===== config.mk =====
export PLATFORM = sky130hd
export DESIGN_NAME = spmm_row_sched_flat
export DESIGN_NICKNAME = d
export VERILOG_FILES = /design/src/rtl/spmm_pkg.sv /design/src/rtl/spmm_row_sched_if.sv /design/src/rtl/spmm_row_sched.sv /design/src/flat_wrapper.sv
export SDC_FILE = /design/constraint.sdc
export NUM_CORES = 1
export LEC_CHECK = 0
export CORE_UTILIZATION = 35
export CTS_CLUSTER_DIAMETER = 120
export DETAILED_ROUTE_END_ITERATION = 8
export DONT_BUFFER_PORTS = 1
export GPL_TIMING_DRIVEN = 0
export PLACE_DENSITY = 0.58
export SYNTH_ARGS = -nofsm -noshare
export SYNTH_HDL_FRONTEND = slang
export SYNTH_SLANG_ARGS = --single-unit

===== constraint.sdc =====
create_clock -name clk -period 3.1 [get_ports clk]
set_input_delay 0.62 -clock clk [delete_from_list [all_inputs] [get_ports clk]]
set_output_delay 0.62 -clock clk [all_outputs]
set_load 0.05 [all_outputs]

===== src/rtl/spmm_pkg.sv =====
// Shared definitions for the sparse row scheduler, its datapath and the bench.
//   state_t    : scheduler FSM state encoding
//   ROW_AW_DEF : default row-index width
//   NZ_AW_DEF  : default nonzero-memory address width
//   ptr_t      : CSR row_ptr value at default widths (NZ_AW_DEF+1 bits)
//   row_cnt_t  : row count at default widths (ROW_AW_DEF+1 bits)
package spmm_pkg;

   localparam int unsigned ROW_AW_DEF = 6;
   localparam int unsigned NZ_AW_DEF  = 10;

   typedef enum logic [2:0] {
      S_IDLE,
      S_LD0,
      S_LD0_W,
      S_LDN,
      S_LDN_W,
      S_ISSUE,
      S_ROW_END,
      S_FIN
   } state_t;

   typedef logic [NZ_AW_DEF:0]  ptr_t;
   typedef logic [ROW_AW_DEF:0] row_cnt_t;

endpackage


===== src/rtl/spmm_row_sched_if.sv =====
// Memory-side bus of the row scheduler.
//   ptr_rd/ptr_addr/ptr_data : row-pointer memory read port (data 1 cycle after rd)
//   nz_valid/nz_addr/nz_ready: nonzero address handshake to the multiplier
// master = scheduler, slave = memory / datapath.
interface spmm_row_sched_if
   import spmm_pkg::*;
#(
   parameter int unsigned ROW_AW = ROW_AW_DEF,
   parameter int unsigned NZ_AW  = NZ_AW_DEF
) ();

   logic              ptr_rd;
   logic [ROW_AW:0]   ptr_addr;
   logic [NZ_AW:0]    ptr_data;
   logic              nz_valid;
   logic [NZ_AW-1:0]  nz_addr;
   logic              nz_ready;

   modport master (
      output ptr_rd, ptr_addr, nz_valid, nz_addr,
      input  ptr_data, nz_ready
   );

   modport slave (
      input  ptr_rd, ptr_addr, nz_valid, nz_addr,
      output ptr_data, nz_ready
   );

endinterface


===== src/rtl/spmm_row_sched.sv =====
// CSR sparse-matrix row scheduler. Walks row_ptr, issues one nonzero address
// per accepted handshake, and frames each row with acc_clr / row_done.
//   clk, rst        : clock, synchronous active-high reset
//   start, num_rows : matrix request (num_rows sampled only when idle)
//   bus (master)    : row-pointer read port and nonzero address handshake
//   acc_clr         : accumulator clear, one cycle before each row
//   row_done/row_idx/row_empty : per-row completion
//   busy, done      : matrix in progress / one-cycle completion pulse
//   err             : sticky malformed-pointer flag, cleared by next start
module spmm_row_sched
   import spmm_pkg::*;
#(
   parameter int unsigned ROW_AW = ROW_AW_DEF,
   parameter int unsigned NZ_AW  = NZ_AW_DEF
) (
   input  logic                 clk,
   input  logic                 rst,
   input  logic                 start,
   input  logic [ROW_AW:0]      num_rows,
   spmm_row_sched_if.master     bus,
   output logic                 acc_clr,
   output logic                 row_done,
   output logic [ROW_AW-1:0]    row_idx,
   output logic                 row_empty,
   output logic                 busy,
   output logic                 done,
   output logic                 err
);

   typedef logic [NZ_AW:0]  nzp_t;
   typedef logic [ROW_AW:0] rcnt_t;

   state_t state, state_nx;
   rcnt_t  r;
   rcnt_t  nrows_q;
   nzp_t   cur_ptr;
   nzp_t   end_ptr;
   logic   empty_q;
   logic   last_row;

   logic              ptr_rd_c;
   logic [ROW_AW:0]   ptr_addr_c;
   logic              nz_valid_c;
   logic [NZ_AW-1:0]  nz_addr_c;

   assign last_row = ((r + rcnt_t'(1)) == nrows_q);
   assign busy     = (state != S_IDLE);

   assign bus.ptr_rd   = ptr_rd_c;
   assign bus.ptr_addr = ptr_addr_c;
   assign bus.nz_valid = nz_valid_c;
   assign bus.nz_addr  = nz_addr_c;

   always_ff @(posedge clk) begin
      if (rst) begin
         state   <= S_IDLE;
         r       <= '0;
         nrows_q <= '0;
         cur_ptr <= '0;
         end_ptr <= '0;
         empty_q <= 1'b0;
         err     <= 1'b0;
      end else begin
         state <= state_nx;
         case (state)
            S_IDLE: begin
               if (start) begin
                  nrows_q <= num_rows;
                  r       <= '0;
                  err     <= 1'b0;
               end
            end
            S_LD0_W: cur_ptr <= bus.ptr_data;
            S_LDN_W: begin
               end_ptr <= bus.ptr_data;
               empty_q <= (bus.ptr_data <= cur_ptr);
               if (bus.ptr_data < cur_ptr) err <= 1'b1;
            end
            S_ISSUE: begin
               if (bus.nz_ready) cur_ptr <= cur_ptr + nzp_t'(1);
            end
            S_ROW_END: begin
               // Resync to end_ptr so a malformed (decreasing) row restarts cleanly.
               cur_ptr <= end_ptr;
               if (!last_row) r <= r + rcnt_t'(1);
            end
            default: ;
         endcase
      end
   end

   always_comb begin
      state_nx   = state;
      ptr_rd_c   = 1'b0;
      ptr_addr_c = '0;
      nz_valid_c = 1'b0;
      nz_addr_c  = '0;
      acc_clr    = 1'b0;
      row_done   = 1'b0;
      row_idx    = '0;
      row_empty  = 1'b0;
      done       = 1'b0;
      case (state)
         S_IDLE: begin
            if (start) state_nx = (num_rows == '0) ? S_FIN : S_LD0;
         end
         S_LD0: begin
            ptr_rd_c = 1'b1;
            state_nx = S_LD0_W;
         end
         S_LD0_W: state_nx = S_LDN;
         S_LDN: begin
            ptr_rd_c   = 1'b1;
            ptr_addr_c = r + rcnt_t'(1);
            state_nx   = S_LDN_W;
         end
         S_LDN_W: begin
            acc_clr  = 1'b1;
            // end_ptr is still on ptr_data here, not yet registered.
            state_nx = (bus.ptr_data > cur_ptr) ? S_ISSUE : S_ROW_END;
         end
         S_ISSUE: begin
            nz_valid_c = 1'b1;
            nz_addr_c  = cur_ptr[NZ_AW-1:0];
            if (bus.nz_ready && ((cur_ptr + nzp_t'(1)) == end_ptr)) state_nx = S_ROW_END;
         end
         S_ROW_END: begin
            row_done  = 1'b1;
            row_idx   = r[ROW_AW-1:0];
            row_empty = empty_q;
            state_nx  = last_row ? S_FIN : S_LDN;
         end
         S_FIN: begin
            done     = 1'b1;
            state_nx = S_IDLE;
         end
         default: state_nx = S_IDLE;
      endcase
   end

endmodule

===== src/flat_wrapper.sv =====
// flat-port wrapper written by rule: the top's interface ports become plain ports
module spmm_row_sched_flat import spmm_pkg::*;
#(
   parameter int unsigned ROW_AW = ROW_AW_DEF,
   parameter int unsigned NZ_AW  = NZ_AW_DEF
)
  (clk, rst, start, num_rows, acc_clr, row_done, row_idx, row_empty, busy, done, err, bus_ptr_rd, bus_ptr_addr, bus_nz_valid, bus_nz_addr, bus_ptr_data, bus_nz_ready);
  spmm_row_sched_if #(.ROW_AW(ROW_AW), .NZ_AW(NZ_AW)) bus_i ();
  input  logic clk;
  input  logic rst;
  input  logic start;
  input  logic [ROW_AW:0] num_rows;
  output logic acc_clr;
  output logic row_done;
  output logic [ROW_AW-1:0] row_idx;
  output logic row_empty;
  output logic busy;
  output logic done;
  output logic err;
  output wire logic [$bits(bus_i.ptr_rd)-1:0] bus_ptr_rd;
  output wire logic [$bits(bus_i.ptr_addr)-1:0] bus_ptr_addr;
  output wire logic [$bits(bus_i.nz_valid)-1:0] bus_nz_valid;
  output wire logic [$bits(bus_i.nz_addr)-1:0] bus_nz_addr;
  input wire logic [$bits(bus_i.ptr_data)-1:0] bus_ptr_data;
  input wire logic [$bits(bus_i.nz_ready)-1:0] bus_nz_ready;
  assign bus_ptr_rd = bus_i.ptr_rd;
  assign bus_ptr_addr = bus_i.ptr_addr;
  assign bus_nz_valid = bus_i.nz_valid;
  assign bus_nz_addr = bus_i.nz_addr;
  assign bus_i.ptr_data = bus_ptr_data;
  assign bus_i.nz_ready = bus_nz_ready;
  spmm_row_sched #(.ROW_AW(ROW_AW), .NZ_AW(NZ_AW)) u_core (.clk(clk), .rst(rst), .start(start), .num_rows(num_rows), .bus(bus_i), .acc_clr(acc_clr), .row_done(row_done), .row_idx(row_idx), .row_empty(row_empty), .busy(busy), .done(done), .err(err));
endmodule

==> results of run 1 <==
==> cell families (layout without fill, tap and decap cells) <==
group,Yosys count,count (layout)
simple gates,168,168
compound gates,110,110
buf+inv,47,55
flops,41,41
xor+xnor,23,23
fa+ha+maj,13,13
mux,5,5
==> how the worst max path moves through the flow <==
stage,cells after the start,from,to
5_1_grt,5,u_core.state[0],bus_nz_addr[2]
4_1_cts,4,u_core.state[0],bus_ptr_addr[2]
3_3_place_gp,7,u_core.state[0],row_idx[1]
2_1_floorplan,4,u_core.state[0],bus_ptr_addr[2]
3_5_place_dp,7,u_core.state[0],row_empty
6_report,5,u_core.state[2],bus_nz_addr[6]
==> critical path: stages (launching register included) <==
cell and delay (ns):
dfxtp_1 0.42, nor2b_1 0.25, nand2_1 0.14, clkbuf_1 0.28, clkbuf_1 0.35, nor2_1 0.76
==> flip-flops by register name, summed over array words and instances (netlist names) <==
name / flops
u_core.r: 7
u_core.empty_q: 1
u_core.state: 3
u_core.err: 1
u_core.cur_ptr: 11
u_core.nrows_q: 7
u_core.end_ptr: 11
==> cell usage after synthesis (3+ instances only) <==
| master | number | area (um2) |
|---|---|---|
| a2111oi_0 | 3 | 26.3 |
| a211oi_1 | 3 | 22.5 |
| a21o_1 | 3 | 22.5 |
| a21oi_1 | 44 | 220 |
| a221oi_1 | 4 | 35.0 |
| a22oi_1 | 10 | 75.1 |
| and2_1 | 8 | 50.1 |
| and3_1 | 5 | 31.3 |
| buf_2 | 4 | 20.0 |
| clkbuf_1 | 17 | 63.8 |
| dfxtp_1 | 41 | 821 |
| ha_1 | 13 | 163 |
| inv_1 | 20 | 75.1 |
| mux2_1 | 4 | 45.0 |
| nand2_1 | 60 | 225 |
| nand3_1 | 13 | 65.1 |
| nand4_1 | 3 | 18.8 |
| nor2_1 | 38 | 143 |
| nor2b_1 | 6 | 37.5 |
| nor3_1 | 8 | 40.0 |
| nor3b_1 | 6 | 45.0 |
| nor4_1 | 8 | 50.1 |
| o21a_1 | 3 | 22.5 |
| o21ai_0 | 18 | 90.1 |
| o31ai_1 | 4 | 30.0 |
| xnor2_1 | 12 | 105 |
| xor2_1 | 11 | 96.3 |
==> power breakdown <==
part	internal, W	switching (W)
logic	0.000109	0.000204
registers	0.000555	0.0000286
clock network	0.000263	0.000198
==> through the flow <==
step                cells  setup WS, ns  cell area [um2]  power, W  hold WS (ns)
global placement      512        -0.564             3100  0.000898         0.447
finish                520       -0.0213             3250   0.00136         0.442
global route          520        -0.164             3250   0.00143         0.445
floorplan             407         0.117             2970  0.000830         0.432
detailed placement    512        -0.574             3100  0.000902         0.445
CTS                   520        -0.119             3240   0.00136         0.438
==> layout make-up <==
cell class | instances | area share [%]
clock buffer | 7 | 2.66
clock inverter | 1 | 0.924
buffer | 26 | 3.96
multi-input combinational | 319 | 60.5
tap | 105 | 4.04
sequential | 41 | 25.3
timing repair buffer | 1 | 0.231
inverter | 20 | 2.42
==> layer usage <==
layer  vias up  track usage (%)  wire length (um)
met4         0             7.18               182
met2        84             30.4              3950
met5         -                0                 0
met3        13             3.80               441
li1       1454                -                 -
met1      1408             30.4              4470
==> timing repair <==
| item | CTS | global route |
|---|---|---|
| setup buffers | 1 | 0 |
| endpoints found under the setup margin | 14 | 14 |
| gates resized for setup | 5 | 6 |
==> impl_metrics.ini, run 1 <==
[outcome]
status = finished with violations
violations = setup timing

[clock_network]
path_clk_slew_ns = 0.08
clockBufferDepth = 2
insertion_delay_ns = 0.30
cts_buffers = 5
ctsRootBufferMaster = clkbuf_8
htreeDepth = 2
hold_buffers = 0
cts.sinks = 41
tritoncts = built

[grt]
grt_overflow = 0
grt_pass1_wl_mm = 14.1
antenna_found_initial = 0
grt_max_degree = 15
first_global_vias = 2669
track_usage_pct = 20.9

[sta]
clock.fmax_ghz = 0.320
tightest_slew_ns = 1.09
slew_violations = 0
fin_crit_sh_pct = 101
tns_ns = -0.144
slew_headroom_pct = 27.5
setup_ws_ns = -0.0213
rsz0062_at_grt = yes
final-hold-violation-count = 0
setup_viol_count_final = 8
skew_ns = 0.00788
period_minus_slack_ns = 3.12

[logic_synthesis]
synthXorXnorAreaFrac_pct = 6.78
synth_compound_area_share_pct = 23.7
avgSynthCellArea_um2 = 7.30
yosysWarnings = 0
synth-simple-area-share_pct = 27.7
synthCells = 407
synth_nets = 442
synthArstFlopShare_pct = 0
synthAdderAreaFrac_pct = 5.47
ys_seq_elements = 41
synth_enable_flop_cells = 0
ys.flop_type = dfxtp_1
synth_top_family_by_area = simple AND/OR/NAND/NOR gates
yosysSeqAreaShare_pct = 27.6
synth.cell_area_um2 = 2970
yosysUniqueCellTypes = 60
synthMuxAreaShare_pct = 1.85

[route]
dr.pass1.iters = 5
drc = 0
postRouteAntennaNets = 0
routed_via_density = 5.69
wire_per_inst_um = 17.4
vias = 2959
finalWirelength_mm = 9.04
drt_iter0_drc = 189

[worst_hold_path]
holdPathEnd = u_core.end_ptr[0]
holdCritPathClass = primary input to register
hold_path_depth = 2
hp-start = bus_ptr_data[0]

[floorplanning]
die-area_um2 = 8870
io_pins = 53
die_w_um = 94.2
die_h_um = 94.2
core_area_um2 = 8220
row_count = 33
initial_utilization_pct = 36.2

[layout]
syn_to_final_growth_pct = 9.34
layout.nets = 449
utilization_pct = 39.6
final_cell_mix = nand2_1, a21oi_1, dfxtp_1
antennaDiodeCount = 0
multi_input_area_um2 = 1970
seq_area_um2 = 821
fillCellCount = 894
layout_commonest_cell = nand2_1
drive_above_1_share_pct = 8.67

[placement]
gp_congestion = 0.890
io_buffers = 0
post-dp-hpwl_mm = 6.76

[worst_setup_path]
cp.arrival_ns = 2.50
criticalPathCategory = register to primary output
crit_required_ns = 2.48
path_max_fanout = 10
r2r_start = u_core.r[0]
cp-end-kind = primary output
rrSetupSlack_ns = 0.31
reg2regPathDepth = 7
cp-start-kind = register
r2r_end = u_core.r[3]

[power]
leakage_nw = 1.15
p_per_area_nw_per_um2 = 418
vdd_ir_drop_max_mv = 0.160

[job]
cap_violations = 0
Power figures use the tool's default switching activity.
==> run 2: changes to the inputs <==
- CORE_MARGIN: unset -> 10
- GPL_TIMING_DRIVEN: 0 -> unset
==> impl_metrics.ini, run 2 (same netlist as run 1, synthesis figures left out) <==
[worst_setup_path]
cp-end-kind = primary output
criticalPathCategory = register to primary output
critical_path.cell_chain = ha_1, and3_4, nand3_1, xor2_1, nor2_1, buf_4
crit_required_ns = 2.48
slowest_stage = dfxtp_1
cp.arrival_ns = 2.00
cp-start-kind = register
slowest_delay_ns = 0.48
path_max_fanout = 7

[route]
top_layer = met4
postRouteAntennaNets = 0
finalWirelength_mm = 8.98
dr.pass1.iters = 5
routed_via_density = 5.68
wl_met2_mm = 4.13
drt-met1-wl_mm = 4.16
wl_met3_um = 527
vias = 2990
drc = 0
wire_per_inst_um = 17.1
drt_iter0_drc = 161

[grt]
grt_overflow = 0
first_global_vias = 2763
grt_pass1_wl_mm = 14.8
track_usage_pct = 13.8
grt_max_degree = 47
antenna_found_initial = 0

[clock_network]
cts_buffers = 5
path_clk_slew_ns = 0.09
hold_buffers = 0
cts.sinks = 41
insertion_delay_ns = 0.30
cts_resized = 0
post-cts-setup-buffers = 0
ctsRootBufferMaster = clkbuf_8
clockBufferDepth = 2
tritoncts = built
htreeDepth = 2

[power]
vdd_ir_drop_max_mv = 0.146
leakage_nw = 1.26
p_per_area_nw_per_um2 = 384

[sta]
setup_ws_ns = 0.475
skew_ns = 0.00809
tightest_slew_ns = 0.644
final-hold-violation-count = 0
slew_violations = 0
tns_ns = 0
clock.fmax_ghz = 0.381
rsz0062_at_grt = no
period_minus_slack_ns = 2.62
slew_headroom_pct = 56.9
fin_crit_sh_pct = 84.7
setup_viol_count_final = 0

[layout]
fillCellCount = 870
final_area_um2 = 3340
layout_commonest_cell = nand2_1
syn_to_final_growth_pct = 12.2
drive_above_1_share_pct = 11.6
top_regs = u_core.cur_ptr x11, u_core.end_ptr x11
final_cell_mix = nand2_1, a21oi_1, dfxtp_1
layout.nets = 455
final_cells = 526
antennaDiodeCount = 0

[placement]
place_area_um2 = 3230
dp.cells = 518
place_ws_ns = 0.554
io_buffers = 0
post-dp-hpwl_mm = 6.71
gp_congestion = 0.871

[floorplanning]
die_w_um = 112
io_pins = 53
initial_utilization_pct = 36.0
core_area_um2 = 8260
die-area_um2 = 12600
die_h_um = 112
row_count = 33

[job]
cap_violations = 0

[worst_hold_path]
holdCritPathClass = primary input to register

[outcome]
status = completed
-- run 2: cell count changes in the layout (fill, tap and decap cells not counted), moves of 2 or more --
cell	previous run	this run
buf_2	4	0
buf_4	3	32
buf_6	2	0
clkbuf_1	15	0
clkbuf_2	3	0
nor2_1	31	38
nor2_2	7	0
-- run 2: final timing paths --
| path | startpoint | slack [ns] | endpoint | depth (start not counted) |
|---|---|---|---|---|
| setup reg to reg | u_core.r[0] | 0.51 | u_core.r[4] | 7 |
| hold reg to reg | u_core.empty_q | 0.45 | u_core.empty_q | 2 |
| hold / removal | rst | 0.39 | u_core.end_ptr[1] | 1 |
| setup / recovery | u_core.r[0] | 0.48 | bus_ptr_addr[6] | 6 |
-- run 2: layer usage --
metal | vias up | GRT usage, %
li1 | 1460 | -
met1 | 1435 | 18.5
met2 | 84 | 21.5
met3 | 11 | 2.66
met4 | 0 | 4.40
met5 | - | 0
-- run 2: critical path, delay by kind of cell, from the launching register on --
| family | cells | cell delay (ns) |
|---|---|---|
| flip-flops | 1 | 0.48 |
| XOR/XNOR | 1 | 0.28 |
| adder cells (fa/ha/maj) | 1 | 0.30 |
| buffers and inverters | 1 | 0.20 |
| AND/OR/NAND/NOR | 3 | 0.45 |
-- run 2: metrics by stage --
step                util, %  total power [W]  hold WS [ns]
finish                 40.4          0.00128         0.394
global placement       39.2         0.000878         0.437
detailed placement     39.2         0.000882         0.440
CTS                    40.4          0.00129         0.379
floorplan                 -         0.000830         0.432
global route           40.4          0.00135         0.377
-- run 2: power by group --
part | leakage (nW) | switching [W] | total [W] | internal (W)
Combinational | 0.871 | 0.000172 | 0.000276 | 0.000104
Sequential | 0.333 | 0.0000446 | 0.000599 | 0.000555
Clock | 0.0542 | 0.000204 | 0.000406 | 0.000202
-- run 2: layout make-up --
| class | count | area (um2) | area share [%] |
|---|---|---|---|
| timing repair buffer | 33 | 260 | 7.80 |
| clock inverter | 1 | 5.00 | 0.150 |
| multi-input combinational | 319 | 1950 | 58.4 |
| clock buffer | 7 | 96.3 | 2.89 |
| tap | 105 | 131 | 3.94 |
| sequential | 41 | 821 | 24.6 |
| inverter | 20 | 75.1 | 2.25 |
==> run 3: changes to the inputs <==
- clock period: 3.1 -> 2.5 ns (I/O delays scaled with it)
==> impl_metrics.ini, run 3 (same netlist as run 1, synthesis figures left out) <==
[worst_setup_path]
cp-end-kind = primary output
slowest_delay_ns = 0.41
cp-start-kind = register
critical_path.cell_chain = buf_4, nand3_2, or3_1, and2_1, nor2_1, buf_4
criticalPathCategory = register to primary output
cp.arrival_ns = 1.85
critPathLaunch = u_core.r[0]
rrSetupSlack_ns = 0.23
r2r_start = u_core.cur_ptr[2]
cpMostUsedCell = buf_4
path_max_fanout = 8
crit_required_ns = 2.00
slowest_stage = or3_1

[layout]
final_area_um2 = 3510
drive_above_1_share_pct = 16.8
final_cells = 539
syn_to_final_growth_pct = 18.0
layout_commonest_cell = nand2_1
antennaDiodeCount = 0
fillCellCount = 891
final_cell_mix = nand2_1, a21oi_1, buf_4
layout.nets = 468
top_regs = u_core.cur_ptr x11, u_core.end_ptr x11

[floorplanning]
die_h_um = 112
io_pins = 53
row_count = 33
initial_utilization_pct = 36.0
die_w_um = 112
die-area_um2 = 12600
core_area_um2 = 8260

[placement]
io_buffers = 0
dp.cells = 531
gp_congestion = 0.885
place_area_um2 = 3400
post-dp-hpwl_mm = 6.96

[route]
dr.pass1.iters = 6
routed_via_density = 5.58
drt_iter0_drc = 204
drc = 0
wire_per_inst_um = 16.9
postRouteAntennaNets = 0
finalWirelength_mm = 9.13
vias = 3006

[clock_network]
htreeDepth = 2
cts.sinks = 41
clockBufferDepth = 2
path_clk_slew_ns = 0.09
insertion_delay_ns = 0.30
cts_buffers = 5
ctsRootBufferMaster = clkbuf_8
hold_buffers = 0
tritoncts = built

[sta]
setup_viol_count_final = 0
final-hold-violation-count = 0
tns_ns = 0
slew_violations = 0
fin_crit_sh_pct = 94.0
skew_ns = 0.00535
slew_headroom_pct = 42.0
clock.fmax_ghz = 0.425
rsz0062_at_grt = no
tightest_slew_ns = 0.866
period_minus_slack_ns = 2.35

[worst_hold_path]
holdCritPathClass = primary input to register
hp-start = rst

[grt]
first_global_vias = 2931
grt_max_degree = 47
track_usage_pct = 14.0
grt_overflow = 0
grt_pass1_wl_mm = 15.0
antenna_found_initial = 0

[job]
cap_violations = 0

[power]
leakage_nw = 1.33
vdd_ir_drop_max_mv = 0.182
p_per_area_nw_per_um2 = 441
fin_total_pwr_w = 0.00155

[outcome]
status = completed
[run 3: final cells by class]
| class | instances | area (um2) | share of cell area [%] |
|---|---|---|---|
| Clock inverter | 3 | 22.5 | 0.642 |
| Inverter | 20 | 75.1 | 2.14 |
| Tap cell | 105 | 131 | 3.75 |
| Clock buffer | 5 | 68.8 | 1.96 |
| Timing Repair Buffer | 46 | 420 | 12.0 |
| Sequential cell | 41 | 826 | 23.5 |
| Multi-Input combinational cell | 319 | 1960 | 56.0 |
[run 3: path summary, 6_finish.rpt]
path	endpoint	cells after the start
worst max-delay path	bus_ptr_addr[5]	6
worst max register to register	u_core.state[0]	6
worst min-delay path	u_core.nrows_q[1]	1
worst min register to register	u_core.empty_q	2
[run 3: metal layers]
| metal | vias up | track usage [%] | wire length, um |
|---|---|---|---|
| met3 | 10 | 3.14 | 538 |
| met5 | - | 0 | 0 |
| li1 | 1480 | - | - |
| met1 | 1416 | 17.6 | 4160 |
| met4 | 0 | 3.98 | 113 |
| met2 | 100 | 23.1 | 4310 |
[run 3: repair_timing]
item | 4_1_cts | 5_1_grt
endpoints found under the hold margin | 0 | 0
setup buffers | 0 | 0
setup endpoints to repair | 0 | 4
gates resized for setup | 0 | 5
[run 3: through the flow]
step | hold slack (ns) | util (%) | setup WS, ns
4_1_cts | 0.257 | 42.3 | 0.0863
6_report | 0.276 | 42.5 | 0.149
5_1_grt | 0.253 | 42.5 | 0.0225
2_1_floorplan | 0.432 | - | -0.0361
3_5_place_dp | 0.439 | 41.2 | 0.162
3_3_place_gp | 0.435 | 41.2 | 0.161
[run 3: power breakdown]
part / switching [W] / leakage [nW] / internal, W
registers: 0.0000479 / 0.335 / 0.000688
logic: 0.000221 / 0.956 / 0.000138
clock network: 0.000255 / 0.0364 / 0.000196
[run 3: worst max-delay path, delay by kind of cell (launching register included)]
kind | cells | cell delay, ns
flops | 1 | 0.36
buf+inv | 2 | 0.35
simple gates | 4 | 0.83
